### src/rtl/snitch_acc_scoreboard.sv
// Request-side hazard scoreboard between the Snitch core and the FP subsystem.
// Optional RAW source-register check enabled by defining SNITCH_ACC_SB_RS_CHECK_EN.

package snitch_pkg;

   typedef struct packed {
      logic [31:0] addr;
      logic [4:0]  id;
      logic [31:0] data_op;
      logic [63:0] data_arga;
      logic [63:0] data_argb;
      logic [63:0] data_argc;
   } acc_req_t;

   typedef struct packed {
      logic [4:0]  id;
      logic        error;
      logic [63:0] data;
   } acc_resp_t;

endpackage

module snitch_acc_scoreboard #(
   parameter int unsigned MaxOutstanding = 4
) (
   input  logic                 clk_i,
   input  logic                 rst_i,
   input  snitch_pkg::acc_req_t acc_req_i,
   input  logic                 acc_req_valid_i,
   output logic                 acc_req_ready_o,
   output snitch_pkg::acc_req_t acc_req_o,
   output logic                 acc_req_valid_o,
   input  logic                 acc_req_ready_i,
   input  snitch_pkg::acc_resp_t acc_resp_i,
   input  logic                 acc_resp_valid_i,
   output logic                 acc_resp_ready_o,
   output snitch_pkg::acc_resp_t acc_resp_o,
   output logic                 acc_resp_valid_o,
   input  logic                 acc_resp_ready_i,
   output logic                 idle_o,
   output logic                 err_o
);

   // Handshake rule on both paths: a transfer happens in a cycle where valid
   // and ready are both high; valid, once raised, stays high and stable until
   // that transfer. Requests are gated by hazard; responses pass through as-is.

   localparam int unsigned CntW = $clog2(MaxOutstanding + 1);
   localparam logic [CntW-1:0] MaxCnt = CntW'(MaxOutstanding);
   localparam logic [CntW-1:0] OneCnt = CntW'(1);

   logic [31:0]     pending_q, pending_d;
   logic [CntW-1:0] count_q, count_d;
   logic            err_q, err_d;

   logic [4:0] rd;
   logic       hazard;
   logic       cap_full;
   logic       req_hs;
   logic       resp_hs;

   assign rd       = acc_req_i.data_op[11:7];
   assign cap_full = (count_q == MaxCnt);

`ifdef SNITCH_ACC_SB_RS_CHECK_EN
   logic [4:0] rs1, rs2, rs3;
   assign rs1 = acc_req_i.data_op[19:15];
   assign rs2 = acc_req_i.data_op[24:20];
   assign rs3 = acc_req_i.data_op[31:27];
   // Source registers still being written also stall issue (RAW chains).
   assign hazard = pending_q[rd] | cap_full
                 | pending_q[rs1] | pending_q[rs2] | pending_q[rs3];
`else
   assign hazard = pending_q[rd] | cap_full;
`endif

   assign acc_req_o        = acc_req_i;
   assign acc_req_valid_o  = acc_req_valid_i & ~hazard;
   assign acc_req_ready_o  = acc_req_ready_i & ~hazard;
   assign req_hs           = acc_req_valid_i & acc_req_ready_o;

   assign acc_resp_o       = acc_resp_i;
   assign acc_resp_valid_o = acc_resp_valid_i;
   assign acc_resp_ready_o = acc_resp_ready_i;
   assign resp_hs          = acc_resp_valid_i & acc_resp_ready_i;

   always_comb begin
      pending_d = pending_q;
      err_d     = err_q;
      // Clear first, then set: hazard on registered state keeps the two
      // from ever targeting a legitimately pending ID in the same cycle.
      if (resp_hs) begin
         if (!pending_q[acc_resp_i.id]) err_d = 1'b1;
         pending_d[acc_resp_i.id] = 1'b0;
      end
      if (req_hs) begin
         pending_d[rd] = 1'b1;
      end
   end

   always_comb begin
      count_d = count_q;
      unique case ({req_hs, resp_hs})
         2'b10: count_d = count_q + OneCnt;
         2'b01: begin
            if (count_q == '0) begin
               count_d = '0;
            end else begin
               count_d = count_q - OneCnt;
            end
         end
         default: count_d = count_q;
      endcase
   end

   logic underflow;
   assign underflow = resp_hs & ~req_hs & (count_q == '0);

   always_ff @(posedge clk_i or posedge rst_i) begin
      if (rst_i) begin
         pending_q <= '0;
         count_q   <= '0;
         err_q     <= 1'b0;
      end else begin
         pending_q <= pending_d;
         count_q   <= count_d;
         err_q     <= err_d | underflow;
      end
   end

   assign idle_o = (count_q == '0);
   assign err_o  = err_q;

endmodule
### config.mk
export PLATFORM = sky130hd
export DESIGN_NAME = snitch_acc_scoreboard
export DESIGN_NICKNAME = d
export VERILOG_FILES = /design/src/rtl/snitch_acc_scoreboard.sv
export SDC_FILE = /design/constraint.sdc
export NUM_CORES = 1
export LEC_CHECK = 0
export BUFFER_PORTS_ARGS = -buffer_cell sky130_fd_sc_hd__buf_4
export CAP_MARGIN = 20
export CORE_AREA = 2 2 261 263
export CTS_CLUSTER_DIAMETER = 120
export CTS_CLUSTER_SIZE = 16
export DETAILED_ROUTE_END_ITERATION = 12
export DIE_AREA = 0 0 263 265
export PLACE_DENSITY = 0.3
export SETUP_SLACK_MARGIN = 0.3
export SLEW_MARGIN = 20
export SYNTH_ARGS = -nofsm -noshare
export SYNTH_HDL_FRONTEND = slang
export SYNTH_SLANG_ARGS = --single-unit
### constraint.sdc
create_clock -name clk_i -period 7.2 [get_ports clk_i]
set_input_delay 0.72 -clock clk_i [delete_from_list [all_inputs] [get_ports clk_i]]
set_output_delay 0.72 -clock clk_i [all_outputs]
set_load 0.01 [all_outputs]
After elaboration in Yosys (flattened, before gate mapping)
Index checks and enable logic that the tools add are counted.
W data, S select, Z words.
Operators by class
  add/subtract/negate cells: 2
  order comparisons: 4
  equal/unequal tests: 3
  muxes and demuxes: 14
  bitwise gates (word level): 13
  reduce and logical (&&, ||, !) cells: 4
Operators by type and width (count)
  $mux W32: 2
  $and A32 B32 Y32: 1
  $not A32 Y32: 1
  $or A32 B32 Y32: 1
  $lt A5 B6 Y1 const B: 2
  $bmux W1 S5: 2
  $demux W1 S5: 2
  $ge A5 B1 Y1 const B: 2
  $and A1 B1 Y1: 6
  $mux W1: 6
  $pmux W3 S2: 1
  $add A3 B1 Y3 const B: 1
  $eq A3 B3 Y1 const B: 1
  $logic_not A3 Y1: 1
  $mux W3: 1
  $sub A3 B1 Y3 const B: 1
  $eq A2 B1 Y1 const B: 1
  $eq A2 B2 Y1 const B: 1
  $logic_and A1 B1 Y1: 2
  $not A1 Y1: 2
  $or A1 B1 Y1: 2
  $reduce_bool A2 Y1: 1
Word-level totals
  bits in registers: 36
  output and inout port bits: 337
  logic and storage cells: 43

Logic depth before layout (Yosys ltp)
  word-level depth: 10
  mapped depth: 12

Worst setup path before layout
Ideal clock, no wire load.
  path type: input to register
  start point: input acc_req_i[199] in the netlist's numbering
  end point: register count_q[0]
  setup time: 83 ps
  arrival: 3070 ps
  slack: 4048 ps
  stages: 9
  cells stage by stage: buf_6 -> mux4_2 -> a31oi_1 -> a31oi_1 -> a31o_4 -> or4b_1 -> ha_1 -> or3_1 -> o21ai_0
Between the ends
  cells in the longest elaborated chain, start to end: 8
  elaborated cells on any way between the ends: 10
RTL lines
  start: declaration: RTL line 28  | input snitch_pkg::acc_req_t acc_req_i,
  $bmux W1 S5 *: RTL line 74  | assign hazard = pending_q[rd] | cap_full;
  $mux W1 (not written as such) *: RTL line 74
  $or A1 B1 Y1 *: RTL line 74
  $not A1 Y1 *: RTL line 79  | assign acc_req_ready_o = acc_req_ready_i & ~hazard;
  $and A1 B1 Y1 *: RTL line 79
  $and A1 B1 Y1 *: RTL line 80  | assign req_hs = acc_req_valid_i & acc_req_ready_o;
  $eq A2 B1 Y1 or $eq A2 B2 Y1 (tied branches): RTL line 103  | unique case ({req_hs, resp_hs})
  $pmux W3 S2 or $reduce_bool A2 Y1 (tied branches)
  end signal: assignment: RTL line 126  | count_q <= count_d;
  end: declaration: RTL line 53  | logic [CntW-1:0] count_q, count_d;
Mark *: on every way between the ends. The rest lies on a longest branch, timed or not. The select of a mux whose other input is x is not followed.
A chain may end at the register's enable or synchronous reset.

Worst setup path in the final report
  start point: input acc_req_i[199] in the netlist's numbering
  end point: output acc_req_ready_o
Between the ends
  cells in the longest elaborated chain, start to end: 5
RTL lines
  $bmux W1 S5: RTL line 74
  $mux W1 (not written as such): RTL line 74
  $or A1 B1 Y1: RTL line 74
  $not A1 Y1: RTL line 79
  $and A1 B1 Y1: RTL line 79
  end: declaration: RTL line 30  | output logic acc_req_ready_o,
No other way between the ends. The select of a mux whose other input is x is not followed.

==> flow_summary.toml <==
[synth]
synth_edf_count = 0
synth_compound_area_share_pct = 11.2
yosysWarnings = 0
seq_area_frac_synth_pct = 18.6
synthMuxAreaShare_pct = 6.63
synthXorXnorAreaFrac_pct = 0
avgSynthCellArea_sq_um = 8.35
syn_area_sq_um = 4830
synthAdderAreaFrac_pct = 1.29
synthDistinctLibCells = 44
async_flop_share_pct = 100
ys.flop_type = "dfrtp_1"
synthSimpleGateAreaFrac_pct = 8.39
netlist_instances = 579
ys_ff_latch = 36
syn-num-nets = 921
synth_top_family_by_area = "buffers and inverters"

[global_route]
grt_pass1_wl_microns = 21400
antenna_found_initial = 0
grt_max_degree = 37
overflow = 0
grt_pass1_vias = 2761
grt_util_all_layers_pct = 4.34

[floorplan]
die_area_sq_um = 69700
rows = 95
die_w_microns = 263
num_io_pins = 674
start_util_pct = 7.23
die_height_microns = 265
core-area_sq_um = 66800

[pwr]
switching_power_mw = 0.256
finalPower_mw = 0.755
comb_power_share_pct = 30.0
p_leak_nw = 1.13
p_int_mw = 0.499
peakVddDrop_v = 0.0000711
p_sw_share_pct = 33.9
pwr-share-clk_pct = 30.3
pwr-share-seq_pct = 39.7
p_per_area_nw_per_um2 = 202

[routing]
wire_per_inst_microns = 14.2
ant_nets = 0
vias_per_cell = 2.29
vias = 2620
totalWireLength_microns = 16200
drc = 0
dr.pass1.iters = 4
dr.first_iter.drc_count = 111

[sta]
rsz0062_at_grt = "false"
drv_slew = 0
finalClockSkew_ps = 6.62
tightest_slew_ps = 657
min_period_ps = 3410
final.setup.tns_ps = 0
period_share_pct = 47.4
slew_headroom_pct = 56.1
timing.fmax_mhz = 293
setup_violations = 0
final_hold_viol_count = 0

[worst_setup_path]
arrival_ps = 2690
cp_cell_sequence = "buf_4 > mux4_2 > a31oi_1 > a31oi_1 > a31o_4 > nor4b_1 > buf_4"
cp-start-kind = "input pin"
slowest_stage = "mux4_2"
critPathRequiredTime_ps = 6480
path_class = "in -> out"
worstPathMaxFanout = 18
endpoint_kind = "output port"
slowest_delay_ps = 550

[cts]
ctsResizeCount = 0
holdBufCountCts = 0
cts_buffer_depth = 2
numCtsBuffers = 5
clkTransAtPathRegs_ps = 60
insertion_delay_ps = 280
post_cts.repair.setup_buffers = 0
cts-root-buf = "clkbuf_16"
clkSinkCount = 36
cts_tree = "built"
h-tree-depth = 2

[worst_hold_path]
hp-class = "reg -> reg"

[layout]
num_antenna_cells = 0
area.growth.synth_to_final_pct = -22.5
nets = 612
post_route_cells_drive_above_1_share_pct = 20.7

[placement]
hpwl_microns = 12500
port_buffers = 31
gp_congestion = 0.694

[job]
cap_violations = 0

[run_status]
outcome = "finished clean"
cell type report:
class,instances,area (sq um)
clock buffer,7,153
fill,7904,63100
inverter,7,26.3
multi-input combinational,188,1330
sequential,36,901
tap,873,1090
timing repair buffer,32,240
Yosys cell counts, types with 3 or more instances:
| master | number | area share [%] |
|---|---|---|
| a21oi_1 | 6 | 0.62 |
| a31oi_1 | 3 | 0.39 |
| buf_4 | 333 | 52 |
| clkbuf_1 | 11 | 0.85 |
| dfrtp_1 | 36 | 19 |
| ha_1 | 5 | 1.3 |
| inv_1 | 7 | 0.54 |
| mux2_2 | 4 | 0.93 |
| mux2i_1 | 14 | 2.9 |
| mux4_2 | 6 | 2.8 |
| nand2_1 | 15 | 1.2 |
| nand2b_1 | 4 | 0.52 |
| nand3_1 | 8 | 0.83 |
| nand3b_1 | 3 | 0.47 |
| nand4_1 | 4 | 0.52 |
| nor2_1 | 6 | 0.47 |
| nor2b_1 | 8 | 1.0 |
| o21ai_0 | 48 | 5.0 |
| o21ai_1 | 4 | 0.41 |
| o31ai_1 | 16 | 2.5 |
| or3_1 | 5 | 0.65 |
state kept, by name, summed over array words and instances, names as in the netlist:
register / count
count_q: 3
err_o: 1
pending_q: 32
path summary, 6_finish.rpt:
check                           slack (ps)      startpoint  cells after the start               to
worst max register to register        4240   pending_q[31]                      8       count_q[0]
worst max-delay path                  3790  acc_req_i[199]                      7  acc_req_ready_o
min in group asynchronous              560           rst_i                      3       count_q[1]
worst min-delay path                   520      count_q[1]                      2       count_q[1]
max in group asynchronous             6280           rst_i                      3    pending_q[10]
worst min register to register         520      count_q[1]                      2       count_q[1]
cells in the final DEF (no fill, tap or decap), types with 3 or more instances in the layout:
master     instances
or3_1              5
a21oi_1            6
a31oi_1            3
o21ai_1            4
mux2_2             4
nand3b_1           3
inv_1              7
dfrtp_1           36
nand3_1            8
mux4_2             6
nand4_1            4
nand2_1           15
o31ai_1           16
buf_4             32
ha_1               5
nor2_1             6
mux2i_1           14
nor2b_1            8
nand2b_1           4
clkbuf_16          5
o21ai_0           48
per-stage QoR:
step / cells / instance area (sq um) / util (%) / hold slack [ps] / setup slack, ps
after global placement: 1136 / 3590 / 5.38 / 524 / 3590
after CTS: 1143 / 3740 / 5.60 / 523 / 3750
after global routing: 1143 / 3740 / 5.60 / 553 / 3650
after detailed placement: 1136 / 3590 / 5.38 / 509 / 3560
final: 1143 / 3740 / 5.60 / 524 / 3790
after floorplan: 579 / 4830 / - / 475 / 4050
cell families after synthesis:
kind of cell,Yosys count
adders and majority gates,5
AOI/OAI and AO/OA,90
and+or+nand+nor,69
muxes,24
DFF,36
buffers and inverters,355
per-layer routing:
| metal | routed length, microns | up-vias | track usage, % |
|---|---|---|---|
| met2 | 7370 | 338 | 6.54 |
| met1 | 5090 | 1194 | 4.00 |
| met3 | 2600 | 107 | 3.03 |
| li1 | - | 981 | - |
| met4 | 1170 | 0 | 3.63 |
| met5 | 0 | - | 0.0693 |
worst max-delay path, delay by kind of cell:
kind            cells  cell delay [ps]
compound gates      3              670
buf+inv             2              420
simple gates        1              310
mux                 1              550
power groups by stage:
stage | Combinational (mW) | Clock, mW | Sequential [mW]
2_1_floorplan | 0.346 | 0 | 0.284
6_report | 0.227 | 0.229 | 0.300
3_3_place_gp | 0.236 | 0 | 0.308
5_1_grt | 0.255 | 0.247 | 0.306
3_5_place_dp | 0.232 | 0 | 0.302
4_1_cts | 0.232 | 0.235 | 0.299
No activity file was read; power rests on OpenSTA's default activity.
